`config.mk`:
```
export PLATFORM = sky130hd
export DESIGN_NAME = pwm_latch_sequencer
export DESIGN_NICKNAME = d
export VERILOG_FILES = /design/src/rtl/pwm_seq_pkg.sv /design/src/rtl/pwm_latch_sequencer_shadow.sv /design/src/rtl/pwm_latch_sequencer.sv
export SDC_FILE = /design/constraint.sdc
export NUM_CORES = 1
export LEC_CHECK = 0
export CAP_MARGIN = 20
export CORE_ASPECT_RATIO = 1.75
export CORE_MARGIN = 2
export CORE_UTILIZATION = 60
export DETAILED_ROUTE_END_ITERATION = 8
export GPL_ROUTABILITY_DRIVEN = 0
export PLACE_DENSITY_LB_ADDON = 0.12
export SYNTH_ARGS = -nofsm -noshare
export SYNTH_HDL_FRONTEND = slang
export SYNTH_SLANG_ARGS = --single-unit
```
`constraint.sdc`:
```
create_clock -name ClkIn -period 3.7 [get_ports ClkIn]
set_input_delay 0.925 -clock ClkIn [delete_from_list [all_inputs] [get_ports ClkIn]]
set_output_delay 0.925 -clock ClkIn [all_outputs]
set_load 0.02 [all_outputs]
```
`src/rtl/pwm_seq_pkg.sv`:
```
// Shared types and constants for the PWM latch sequencer.
// Holds the sequencer state encoding, reset constants and the index-width helper.
package pwm_seq_pkg;

   typedef enum logic [2:0] {
      IDLE,
      SCAN,
      SETUP,
      STROBE,
      RELEASE
   } seq_state_t;

   localparam int TON_RST = 0;
   localparam int OE_RST  = 0;

   // A single channel still needs a one-bit index.
   function automatic int addr_w(input int n);
      return (n > 1) ? $clog2(n) : 1;
   endfunction

endpackage

```
`src/rtl/pwm_latch_sequencer_shadow.sv`:
```
// Shadow duty array with per-channel dirty flags for the PWM latch sequencer.
// A write in the same cycle as a dirty-clear wins, so that value stays pending.
module pwm_shadow_regs #(
   parameter int NB_PWM     = 24,
   parameter int RESOLUTION = 10,
   parameter int ADDR_W     = 5
) (
   input  logic                  ClkIn,
   input  logic                  nReset,
   input  logic                  wr_en,
   input  logic [ADDR_W-1:0]     wr_addr,
   input  logic [RESOLUTION-1:0] wr_data,
   input  logic [ADDR_W-1:0]     rd_idx,
   output logic [RESOLUTION-1:0] rd_data,
   output logic                  rd_dirty,
   input  logic                  clr_en
);

   logic [RESOLUTION-1:0] shadow [NB_PWM];
   logic [NB_PWM-1:0]     dirty;

   always_ff @(posedge ClkIn or negedge nReset) begin
      if (!nReset) begin
         for (int i = 0; i < NB_PWM; i++) begin
            shadow[i] <= '0;
         end
         dirty <= '1;
      end else begin
         for (int i = 0; i < NB_PWM; i++) begin
            if (wr_en && (wr_addr == ADDR_W'(i))) begin
               shadow[i] <= wr_data;
               dirty[i]  <= 1'b1;
            end else if (clr_en && (rd_idx == ADDR_W'(i))) begin
               dirty[i]  <= 1'b0;
            end
         end
      end
   end

   assign rd_data  = shadow[rd_idx];
   assign rd_dirty = dirty[rd_idx];

endmodule

```
`src/rtl/pwm_latch_sequencer.sv`:
```
// Loads changed duty values onto the shared Ton bus and strobes per-channel nLatch.
// Also owns the output-enable vector and the write address check.
//
//   state   | meaning
//   IDLE    | waiting for commit or a pending commit
//   SCAN    | test dirty[idx]; skip clean channels one per cycle
//   SETUP   | Ton loads shadow[idx] at the end of this cycle, dirty[idx] cleared
//   STROBE  | Ton valid; nLatch[idx] driven low at the end of this cycle
//   RELEASE | nLatch[idx] low; released at the end, then next channel or pass end
module pwm_latch_sequencer
   import pwm_seq_pkg::*;
#(
   parameter int NB_PWM     = 24,
   parameter int RESOLUTION = 10,
   parameter int ADDR_W     = addr_w(NB_PWM)
) (
   input  logic                  ClkIn,
   input  logic                  nReset,
   input  logic                  wr_en,
   input  logic [ADDR_W-1:0]     wr_addr,
   input  logic [RESOLUTION-1:0] wr_data,
   output logic                  wr_err,
   input  logic                  commit,
   input  logic                  oe_wr,
   input  logic [NB_PWM-1:0]     oe_data,
   output logic                  busy,
   output logic [RESOLUTION-1:0] Ton,
   output logic [NB_PWM-1:0]     nLatch,
   output logic [NB_PWM-1:0]     oe
);

   seq_state_t            state, state_nxt;
   logic [ADDR_W-1:0]     idx, idx_nxt;
   logic                  commit_pending, pending_nxt;
   logic                  addr_ok;
   logic                  last;
   logic                  clr_en;
   logic [RESOLUTION-1:0] rd_data;
   logic                  rd_dirty;
   logic [NB_PWM-1:0]     nlatch_nxt;

   assign addr_ok = {1'b0, wr_addr} < (ADDR_W + 1)'(NB_PWM);
   assign last    = (idx == ADDR_W'(NB_PWM - 1));
   assign busy    = (state != IDLE);

   pwm_shadow_regs #(
      .NB_PWM     (NB_PWM),
      .RESOLUTION (RESOLUTION),
      .ADDR_W     (ADDR_W)
   ) u_shadow (
      .ClkIn    (ClkIn),
      .nReset   (nReset),
      .wr_en    (wr_en & addr_ok),
      .wr_addr  (wr_addr),
      .wr_data  (wr_data),
      .rd_idx   (idx),
      .rd_data  (rd_data),
      .rd_dirty (rd_dirty),
      .clr_en   (clr_en)
   );

   always_ff @(posedge ClkIn or negedge nReset) begin
      if (!nReset) begin
         state          <= IDLE;
         idx            <= '0;
         commit_pending <= 1'b0;
      end else begin
         state          <= state_nxt;
         idx            <= idx_nxt;
         commit_pending <= pending_nxt;
      end
   end

   always_comb begin
      state_nxt   = state;
      idx_nxt     = idx;
      pending_nxt = commit_pending | commit;
      clr_en      = 1'b0;
      nlatch_nxt  = '1;
      case (state)
         IDLE: begin
            if (commit || commit_pending) begin
               state_nxt   = SCAN;
               idx_nxt     = '0;
               pending_nxt = 1'b0;
            end
         end
         SCAN: begin
            if (rd_dirty) begin
               state_nxt = SETUP;
            end else if (last) begin
               // A pending commit restarts the scan directly so busy never gaps.
               if (pending_nxt) begin
                  state_nxt   = SCAN;
                  idx_nxt     = '0;
                  pending_nxt = 1'b0;
               end else begin
                  state_nxt = IDLE;
               end
            end else begin
               idx_nxt = idx + ADDR_W'(1);
            end
         end
         SETUP: begin
            clr_en    = 1'b1;
            state_nxt = STROBE;
         end
         STROBE: begin
            nlatch_nxt[idx] = 1'b0;
            state_nxt       = RELEASE;
         end
         RELEASE: begin
            if (last) begin
               if (pending_nxt) begin
                  state_nxt   = SCAN;
                  idx_nxt     = '0;
                  pending_nxt = 1'b0;
               end else begin
                  state_nxt = IDLE;
               end
            end else begin
               state_nxt = SCAN;
               idx_nxt   = idx + ADDR_W'(1);
            end
         end
         default: begin
            state_nxt = IDLE;
         end
      endcase
   end

   always_ff @(posedge ClkIn or negedge nReset) begin
      if (!nReset) begin
         Ton    <= RESOLUTION'(TON_RST);
         nLatch <= '1;
         oe     <= NB_PWM'(OE_RST);
         wr_err <= 1'b0;
      end else begin
         if (state == SETUP) begin
            Ton <= rd_data;
         end
         nLatch <= nlatch_nxt;
         if (oe_wr) begin
            oe <= oe_data;
         end
         wr_err <= wr_en & ~addr_ok;
      end
   end

endmodule

```
**Yosys cells after proc, flatten, opt, wreduce, memory -nomap -nowiden**

Cells that the tools add are included.

- Flip-flop bits (word level): 332
- Input port bits: 44
- Output and inout bits: 60
- Word-level logic and storage cells: 272

- Add/subtract/negate cells: 1
- Magnitude comparators: 4
- Equality and inequality tests: 53
- Mux-type cells: 72
- Bitwise gates (word level): 6
- Reductions and logical operators: 81

Operator list:

| cell | number |
|---|---|
| $eq A5 B4 Y1 const B | 16 |
| $eq A5 B5 Y1 const B | 16 |
| $mux W1 | 55 |
| $bmux W10 S5 | 1 |
| $logic_and A1 B1 Y1 | 49 |
| $reduce_bool A2 Y1 | 24 |
| $eq A5 B3 Y1 const B | 8 |
| $mux W24 | 1 |
| $not A24 Y24 | 1 |
| $eq A5 B2 Y1 const B | 4 |
| $mux W10 | 2 |
| $mux W5 | 4 |
| $pmux W3 S5 | 1 |
| $pmux W5 S3 | 1 |
| $mux W3 | 4 |
| $eq A5 B1 Y1 const B | 2 |
| $logic_not A5 Y1 | 2 |
| $eq A3 B2 Y1 const B | 2 |
| $ge A6 B6 Y1 const B | 1 |
| $lt A5 B6 Y1 const B | 1 |
| $not A5 Y6 | 1 |
| $reduce_bool A3 Y1 | 2 |
| $add A5 B1 Y5 const B | 1 |
| $bmux W1 S5 | 1 |
| other kinds (15) | 17 |

**Logic depth before layout (Yosys ltp)**

Gate-level depths: netlist of the first run.

- Depth in word-level cells: 6
- Gate-level depth with buffers: 9
- Gate-level depth less buffers: 7

**Cells and area by module**

A second synthesis of the first run with hierarchy kept.

- Cells, all modules: 1115
- Area total of the unflattened synthesis: 15054.4 µm²

By module, submodules not included:

| module | instances | cells an instance | area each (µm²) | seq. area each (µm²) |
|---|---|---|---|---|
| pwm_shadow_regs | 1 | 920 | 12404.4 | 6636.4 |
| pwm_latch_sequencer | 1 | 195 | 2650.0 | 1731.7 |

**Worst setup path after synthesis of the first run**

OpenSTA, ideal clock, no wires.

- Path kind: input port to flip-flop
- Start: input wr_addr[3]
- End: register u_shadow.shadow[30] in the netlist's numbering
- Library setup time: 0.125 ns
- Data arrival time: 2.258 ns
- Data required time: 3.575 ns
- Path slack: 1.317 ns
- Stages: 6
- Buffers on the path: 2
- Path through: nand2b_1 -> or2_2 -> buf_2 -> or3_1 -> buf_2 -> mux2_2

- Word-level cells in the longest chain between the ends: 3
- Elaborated cells between the ends (all ways): 4
- Classes of those cells: order compare: 1; eq/ne: 1; bitwise: 1; reduce/logical: 1

Ends and longest elaborated chain:

| element | line | RTL |
|---|---|---|
| start, declared | pwm_latch_sequencer.sv:20 | `input logic [ADDR_W-1:0] wr_addr,` |
| $lt A5 B5 Y1 | pwm_latch_sequencer.sv:42 | `assign addr_ok = {1'b0, wr_addr} < (ADDR_W + 1)'(NB_PWM);` |
| $and A1 B1 Y1 | pwm_latch_sequencer.sv:53 | `.wr_en (wr_en & addr_ok),` |
| $logic_and A1 B1 Y1 * | pwm_latch_sequencer_shadow.sv:30 | `if (wr_en && (wr_addr == ADDR_W'(i))) begin` |
| end signal, assigned by index | pwm_latch_sequencer_shadow.sv:31 | `shadow[i] <= wr_data;` |
| end, declared | pwm_latch_sequencer_shadow.sv:19 | `logic [RESOLUTION-1:0] shadow [NB_PWM];` |

Mark *: on every way between the ends. The rest lies on a longest branch, timed or not.
A chain may end at the register's enable or synchronous reset.

**Final worst setup path of the first run**

- Start: register state[1]
- End: output busy

- Word-level cells in the longest chain between the ends: 1

Ends and longest elaborated chain:

| element | line | RTL |
|---|---|---|
| start, declared | pwm_latch_sequencer.sv:32 | `seq_state_t state, state_nxt;` |
| start signal, assigned | pwm_latch_sequencer.sv:68 | `state <= state_nxt;` |
| $reduce_bool A3 Y1 | pwm_latch_sequencer.sv:44 | `assign busy = (state != IDLE);` |
| end, declared | pwm_latch_sequencer.sv:26 | `output logic busy,` |

Every way passes these cells.

==> impl_results.md, run 1 <==
- Outcome: completed
- Critical Path Source Type: flip-flop
- Crit path depth: 2
- Largest net degree at the start of global routing: 95
- Syn Nets: between 1,000 and 1,500
- Reg2Reg Depth: 6
- Leading area contributor after synthesis: dfrtp_1
- Remaining Overflow, GRT: 0
- Clk_lat worst skew: between 0.5 and 0.6 ns
- Slew @ Worst Pin: around 0.97 ns
- Power per cell area: a little over 600 nW/um^2
- Tmin final: between 2 and 3 ns
- Router iterations before antenna repair: 5
- Worst-path cell chain: or3_1 -> clkdlybuf4s50_1
- Avg Cell Area, Syn: ~15 sq um
- Clock Skew: between 0.008 and 0.009 ns
- Yosys warns: 0
- Final Max Tran Viols: 0
- Seq/Total Area, Yosys: 0.567
- Total track usage: 0.257
- Ys flop type: dfrtp_1
- Most frequent cell after synthesis: dfrtp_1
- Worst-path clk slew: 0.07 ns
- TNS Setup: 0 ns
- Max Cap Viol: 0
- Clk buf depth: 3
- Vias: ~8,600
- Syn Std Cell Area: 14,800 sq um
- Synth Register Bits: between 300 and 400
- Die Area: between 20,000 and 30,000 sq um
- Final hold viol count: 0
- Fmax: between 300 and 400 MHz
- Share of layout cells above drive strength 1: 0.428
- Initial antenna violation count: 0
- CTS sink cnt: ~330
- Top delay family on crit path: buffers and inverters
- Post-synth top cells: dfrtp_1, mux2_2, mux4_2
- Root Driver: clkbuf_16
- Final nets: around 1,100
- Initial Util: 0.604
- Routed len/inst: approximately 22 um
- Area of the multi-input gates: about 6000 sq um
- Total CTS buffers: 28
- Post-synth cell types: between 40 and 50
- Period utilization: 0.789
- Setup violation total in the final timing report: 0
- Core Box Area: ~24,000 sq um
- Leak: approximately 7.2 nW
- Die Y: around 210 um
- Max transition margin: 0.350
- Asr flop ratio synth: 1.00
- Min-Delay Path Class: input pin to asynchronous set/reset pin
- Post-CTS resize count: 0
- Antenna-violating nets left: 0
- Post-CTS setup buffers: 0
- Synth area leaders: dfrtp_1, mux2_2, mux4_2
- Die width: ~120 um
- Post-DP HPWL: between 20,000 and 25,000 um
- CP peak stage delay: roughly 0.54 ns
- Ports: about 100
- Detailed-route DRC error count: 0
- Fill cells: 1,682
- Register area: ~8400 sq um
- Hold-fix buffers, CTS: 0
- Worst IR drop on VDD: about 430 uV
- Critical path arrival: roughly 2 ns
- Crit path buffers/inverters: 1
- Crit-path slowest cell: clkdlybuf4s50_1
- RSZ-0062 raised after global routing: false
- Via density: just over 6
- P&R area growth vs syn: 15.4%
- Ant. Diodes: 0
- CTS tree: done
- Worst EP required: 2.77 ns
- Hold Slack: around 0.31 ns
- Cell count after synthesis: ~1,000
- H-tree levels: 1
- Post-synth EDFFs: 0
- Vias in the first global route: about 9,000
- Crit end category: primary output
- Routed WL: between 30,000 and 40,000 um
- Port bufs: 103
- Initial DRC Count: just over 500
- Rows: 76
- First-pass GRT wire length: 50,400 um
- WS Path Type: flip-flop to primary output
- Area share of the largest cell type after synthesis: 0.481
- CP Max Fanout: 10
==> final timing paths <==
path                                           startpoint                               end  slack (ns)
setup reg to reg                       idx[0]$_DFFE_PN0P_                idx[0]$_DFFE_PN0P_        0.96
hold / removal                                     nReset          commit_pending$_DFF_PN0_        0.31
hold reg to reg            u_shadow.dirty[18]$_DFFE_PN1P_    u_shadow.dirty[18]$_DFFE_PN1P_        0.48
min in group ClkIn         u_shadow.dirty[18]$_DFFE_PN1P_    u_shadow.dirty[18]$_DFFE_PN1P_        0.48
setup / recovery                     state[1]$_DFFE_PN0P_                              busy        0.78
max in group asynchronous                          nReset  u_shadow.shadow[178]$_DFFE_PN0P_        2.50
==> metal layers <==
| metal | GRT usage | vias up | part of all wire |
|---|---|---|---|
| met2 | 0.478 | 228 | 0.55 |
| li1 | - | 3793 | - |
| met1 | 0.310 | 4498 | 0.38 |
| met3 | 0.0267 | 48 | 0.044 |
| met5 | 0 | - | 0 |
| met4 | 0.0789 | 0 | 0.025 |
==> area by class of cell <==
cell class                 instances  area share
clock buffer                      46      0.0529
clock inverter                     5     0.00294
inverter                           5     0.00110
multi-input combinational        589       0.355
sequential                       332       0.492
tap                              312      0.0229
timing repair buffer             124      0.0737
==> power by group <==
group | internal [W] | switching [W]
Combinational | 0.00148 | 0.00119
Sequential | 0.00431 | 0.000436
Clock | 0.00173 | 0.00128
==> cells in the final DEF (no fill, tap or decap), types with 5 or more instances in the layout <==
cell	Yosys	final
or3_1	5	5
dfstp_2	48	48
nand3_1	11	11
nand2_1	70	70
dfrtp_1	284	281
mux2_2	266	266
nor2_2	5	5
clkbuf_16	0	30
o21ai_0	30	30
buf_12	0	5
clkbuf_1	54	7
mux2i_1	19	19
o21ai_1	9	9
buf_4	6	16
nor3_1	16	15
nor2b_1	11	11
a21oi_1	12	12
mux4_2	72	72
clkbuf_8	0	9
nand2b_1	9	9
nor2_1	14	14
clkdlybuf4s50_1	0	102
ha_1	5	5
==> worst reg2reg max path, stage by stage, from the launching register on <==
cell and delay [ns]:
dfrtp_4 0.66, ha_1 0.41, nand4b_1 0.29, a21boi_0 0.19, a211oi_1 0.39, nor2b_2 0.33
mux2_2 0.36
==> flip-flops by register name (all words and copies together), names as in the netlist <==
name and cells:
u_shadow.shadow 240, nLatch 24, oe 24, u_shadow.dirty 24, Ton 10, idx 5, state 3, commit_pending 1
wr_err 1
==> stage by stage <==
stage	worst slack (ns)	cells	power, W	instance area (sq um)	utilization
final	0.782	1413	0.0104	17000	0.697
after global routing	0.712	1413	0.0109	17000	0.697
after CTS	0.767	1413	0.0105	17000	0.697
after detailed placement	0.527	1362	0.00749	16100	0.658
after global placement	0.592	1362	0.00739	16100	0.658
after floorplan	1.32	1005	0.00665	14800	-
==> kinds of logic after synthesis <==
family,count (synthesis),share of synthesized area
compound gates,63,0.0243
xor+xnor,1,0.000593
fa+ha+maj,5,0.00424
buf+inv,84,0.0247
flops,332,0.567
mux,357,0.326
simple gates,163,0.0536
Note: power is estimated with default switching activity, not from simulation.
==> run 2, diff against run 1 <==
Settings changed: CORE_UTILIZATION 60 to 59.
Clock period 3.7 ns to 3 ns, I/O delays scaled along.
==> run 2 against run 1 <==
Setup slack got worse by 0.55 ns. Core utilization increased by 0.58 points. Final cell count is 2.1% higher. Clock power is 26% higher. Critical endpoint unchanged.
==> impl_results.md, run 2 (synthesis gave the netlist of run 1 again) <==
- H-tree levels: 1
- Leak: around 7.4 nW
- Final nets: around 1,200
- Remaining Overflow, GRT: 0
- Post-CTS resize count: 0
- Period utilization: 0.922
- Worst-path clk slew: approximately 0.07 ns
- Clk_lat worst skew: approximately 0.56 ns
- Antenna-violating nets left: 0
- Setup violation total in the final timing report: 0
- Post-CTS setup buffers: 0
- CP Max Fanout: 10
- Slew @ Worst Pin: a little over 0.9 ns
- Power per cell area: around 750 nW/um^2
- Crit end category: primary output
- Detailed-route DRC error count: 0
- Total CTS buffers: 29
- Die Y: ~210 um
- Vias in the first global route: slightly above 9,000
- RSZ-0062 raised after global routing: false
- Port bufs: 103
- Ports: 104
- Overall Power: 0.0129 W
- CTS tree: done
- Die width: around 120 um
- Max transition margin: 0.392
- Outcome: completed
- CTS sink cnt: ~330
- Post-DP HPWL: approximately 21,000 um
- Commonest non-fill, non-tap cells in the layout: dfrtp_1, mux2_2, clkdlybuf4s50_1
- TNS Setup: 0 ns
- Root Driver: clkbuf_16
- Vias: 8,596
- WS Path Type: flip-flop to primary output
- First-pass GRT wire length: approximately 50,000 um
- P&R area growth vs syn: 17.3%
- Initial Util: 0.599
- Share of layout cells above drive strength 1: 0.445
- Total track usage: 0.252
- Min-Delay Path Class: input pin to asynchronous set/reset pin
- Max reg flops: 240
- Hold Slack: ~0.096 ns
- Via density: about 6.0
- Hold-fix buffers, CTS: 0
- Final hold viol count: 0
- Routed WL: 31,300 um
- Die Area: about 26,000 sq um
- Ant. Diodes: 0
- Clock Skew: 0.0134 ns
- Worst IR drop on VDD: 537 uV
- Router iterations before antenna repair: 4
- Tmin final: 2.77 ns
- Critical Path Source Type: flip-flop
- Critical path arrival: just over 2 ns
- Routed len/inst: approximately 22 um
- Core Box Area: ~25,000 sq um
- Worst EP required: about 2.3 ns
- Fmax: between 300 and 400 MHz
- Largest reg by FF count: u_shadow.shadow
- Initial antenna violation count: 0
- Max Cap Viol: 0
- Initial DRC Count: between 500 and 600
- Placed Instances: ~1,400
- Largest net degree at the start of global routing: 85
- Clk buf depth: 3
- Rows: between 70 and 80
- Non-Filler Instances: about 1,400
- Final Max Tran Viols: 0
- Commonest non-fill, non-tap cell in the layout: dfrtp_1
run 2: power by group:
group,switching (W),leakage (nW),internal [W]
clock network,0.00164,0.486,0.00215
logic,0.00145,2.78,0.00186
registers,0.000524,4.11,0.00531
run 2: worst paths after layout:
path	from	end	slack, ns	cells past startpoint
setup / recovery	state[1]$_DFFE_PN0P_	busy	0.23	2
max in group asynchronous	nReset	u_shadow.dirty[18]$_DFFE_PN1P_	2.00	2
min in group ClkIn	u_shadow.dirty[16]$_DFFE_PN1P_	u_shadow.dirty[16]$_DFFE_PN1P_	0.48	2
hold / removal	nReset	state[0]$_DFFE_PN0P_	0.1	1
setup reg to reg	idx[0]$_DFFE_PN0P_	Ton[8]$_DFFE_PN0P_	0.42	5
hold reg to reg	u_shadow.dirty[16]$_DFFE_PN1P_	u_shadow.dirty[16]$_DFFE_PN1P_	0.48	2
run 2: stage by stage:
step                      instance area [sq um]  utilization  setup slack [ns]
after floorplan                           14800            -             0.792
after global placement                    16300        0.664             0.171
after detailed placement                  16300        0.664             0.122
after CTS                                 17300        0.703             0.219
after global routing                      17300        0.703             0.179
final                                     17300        0.703             0.233
run 2: critical path: stages, from the launching register on:
cell and delay (ns):
dfrtp_1 0.48, or3_1 0.43, clkdlybuf4s50_1 0.55
run 2: final cells by class:
cell class / count / area, sq um
clock buffer: 40 / 848
tap: 312 / 390
fill: 1665 / 7320
timing repair buffer: 152 / 1520
inverter: 5 / 18.8
multi-input combinational: 589 / 6050
clock inverter: 12 / 118
sequential: 332 / 8370
run 2: routing by layer:
layer / global-route usage / wire length (um)
met1: 0.321 / 12600
met2: 0.448 / 16700
met3: 0.0299 / 1300
met4: 0.0788 / 683
met5: 0 / 0
==> run 3, diff against run 2 <==
Settings changed: CORE_UTILIZATION 59 to 35, REMOVE_ABC_BUFFERS set to 1.
==> run 3 against run 2 <==
Sequential share of layout area is 1.8 points lower. Largest power group unchanged. Hold slack better by 0.13 ns. First-iteration DRC count shrank 42%. Count of clock-buffer cells in the layout grew 14. Die area up 67%. Critical path depth is the same. Non-clock buffer count up 18. Global-route usage fell by 7.6 points. Routed wire length grew 20%. Final cell count grew 19%.
==> impl_results.md, run 3 (synthesis gave the netlist of run 1 again) <==
- Tmin final: roughly 2.7 ns
- Outcome: completed
- TNS Setup: 0 ns
- Critical path arrival: just under 2 ns
- Dpl ws: roughly 0.28 ns
- Max Cap Viol: 0
- Setup WS post-layout: between 0.2 and 0.3 ns
- Hold-fix buffers, CTS: 0
- Commonest non-fill, non-tap cell in the layout: dfrtp_1
- Slew @ Worst Pin: between 0.9 and 1 ns
- Detailed-route DRC error count: 0
- Reg2reg setup slack: approximately 0.47 ns
- Clk buf depth: 3
- Final Max Tran Viols: 0
- RSZ-0062 raised after global routing: false
- WS Path Type: flip-flop to primary output
- Total track usage: 0.177
- Vias in the first global route: between 9,000 and 10,000
- Non-Filler Instances: between 1,500 and 2,000
- Crit end category: primary output
- CTS tree: done
- Setup violation total in the final timing report: 0
- CP Max Fanout: 10
- H-tree levels: 2
- Ant. Diodes: 0
- Placed Instances: 1,651
- CTS sink cnt: between 300 and 400
- Antenna-violating nets left: 0
- Initial antenna violation count: 0
- Die Area: 43,900 sq um
- Final nets: around 1,200
- Commonest non-fill, non-tap cells in the layout: dfrtp_1, mux2_2, clkdlybuf4s50_1
- Routed WL: between 30,000 and 40,000 um
- Die Y: about 280 um
- Rows: 99
- Ports: ~100
- Fill cells: ~3,900
- Initial DRC Count: 321
- Post-CTS setup buffers: 0
- Max reg flops: between 200 and 250
- Crit-path slowest cell: clkdlybuf4s50_1
- Reg2Reg Depth: 6
- Post-CTS resize count: 0
- Root Driver: clkbuf_16
- Worst-path clk slew: about 0.060 ns
- First-pass GRT wire length: approximately 59,000 um
- P&R area growth vs syn: 22.0%
- Max transition margin: 0.396
- Final hold viol count: 0
- Worst IR drop on VDD: roughly 340 uV
- Worst reg2reg endpoint: idx[4]$_DFFE_PN0P_
- Port bufs: 103
- Via density: 5.10
- Share of layout cells above drive strength 1: 0.455
- Post-DP HPWL: about 25,000 um
- Post-route cell area: 18,000 sq um
- Power per cell area: approximately 760 nW/um^2
- Worst EP required: 2.25 ns
- Clock Skew: ~0.015 ns
- Core Box Area: around 42,000 sq um
- Total CTS buffers: 34
- Critical Path Source Type: flip-flop
- Initial Util: 0.355
- CP peak stage delay: about 0.55 ns
- Period utilization: 0.905
- Remaining Overflow, GRT: 0
- Largest reg by FF count: u_shadow.shadow
- Die width: between 150 and 200 um
- Clk_lat worst skew: between 0.5 and 0.6 ns
- Worst-path cell chain: or3_1 -> clkdlybuf4s50_1
- Vias: approximately 8,700
- Largest net degree at the start of global routing: 84
- Router iterations before antenna repair: 4
- Routed len/inst: between 20 and 25 um
- Fmax: roughly 370 MHz
- Leak: between 7 and 8 nW
- Area post-placement: 16,900 sq um
- Worst reg2reg startpoint: idx[0]$_DFFE_PN0P_
- Min-Delay Path Class: input pin to asynchronous set/reset pin
run 3: cell types whose count changed in the layout (fill, tap and decap cells not counted), sizes merged:
| cell | change |
|---|---|
| clkinv | -7 |
| clkbuf | +14 |
| buf | +18 |
| clkinvlp | +1 |
run 3: critical path, delay by kind of cell, from the launching register on:
family	cells	cell delay [ns]
buffers and inverters	1	0.55
DFF	1	0.48
and+or+nand+nor	1	0.42
run 3: worst max path at each step:
stage	from	endpoint	slack (ns)	cells past startpoint
4_1_cts	state[1]$_DFFE_PN0P_	busy	0.27	2
5_1_grt	state[1]$_DFFE_PN0P_	busy	0.22	2
3_3_place_gp	wr_addr[0]	u_shadow.shadow[45]$_DFFE_PN0P_	0.28	5
3_5_place_dp	wr_addr[0]	u_shadow.shadow[45]$_DFFE_PN0P_	0.28	5
2_1_floorplan	idx[0]$_DFFE_PN0P_	idx[0]$_DFFE_PN0P_	-1.43	6
6_report	state[1]$_DFFE_PN0P_	busy	0.29	2
run 3: power breakdown:
group	total, W	switching [W]	leakage [nW]	internal, W
clock	0.00438	0.00178	0.561	0.00260
sequential	0.00585	0.000534	4.11	0.00532
combinational	0.00340	0.00151	2.88	0.00189
total	0.0136	0.00383	7.55	0.00981
run 3: area by class of cell:
cell class | instances | area, sq um | share of cell area
inverter | 5 | 18.8 | 0.00104
timing repair buffer | 170 | 1710 | 0.0952
clock inverter | 6 | 90.1 | 0.00500
tap | 555 | 694 | 0.0386
multi-input combinational | 589 | 6050 | 0.336
clock buffer | 54 | 1060 | 0.0587
sequential | 332 | 8380 | 0.465
run 3: stage by stage:
| step | utilization | hold slack (ns) | power, W |
|---|---|---|---|
| 2_1_floorplan | - | 0.454 | 0.00814 |
| 3_3_place_gp | 0.405 | 0.462 | 0.00935 |
| 3_5_place_dp | 0.405 | 0.470 | 0.00940 |
| 4_1_cts | 0.433 | 0.249 | 0.0139 |
| 5_1_grt | 0.433 | 0.273 | 0.0143 |
| 6_report | 0.433 | 0.228 | 0.0136 |
run 3: routing by layer:
layer	vias up	part of all wire	track usage
li1	3908	-	-
met2	178	0.54	0.333
met1	4593	0.40	0.205
met3	54	0.035	0.0249
met4	0	0.030	0.0622
met5	-	0	0
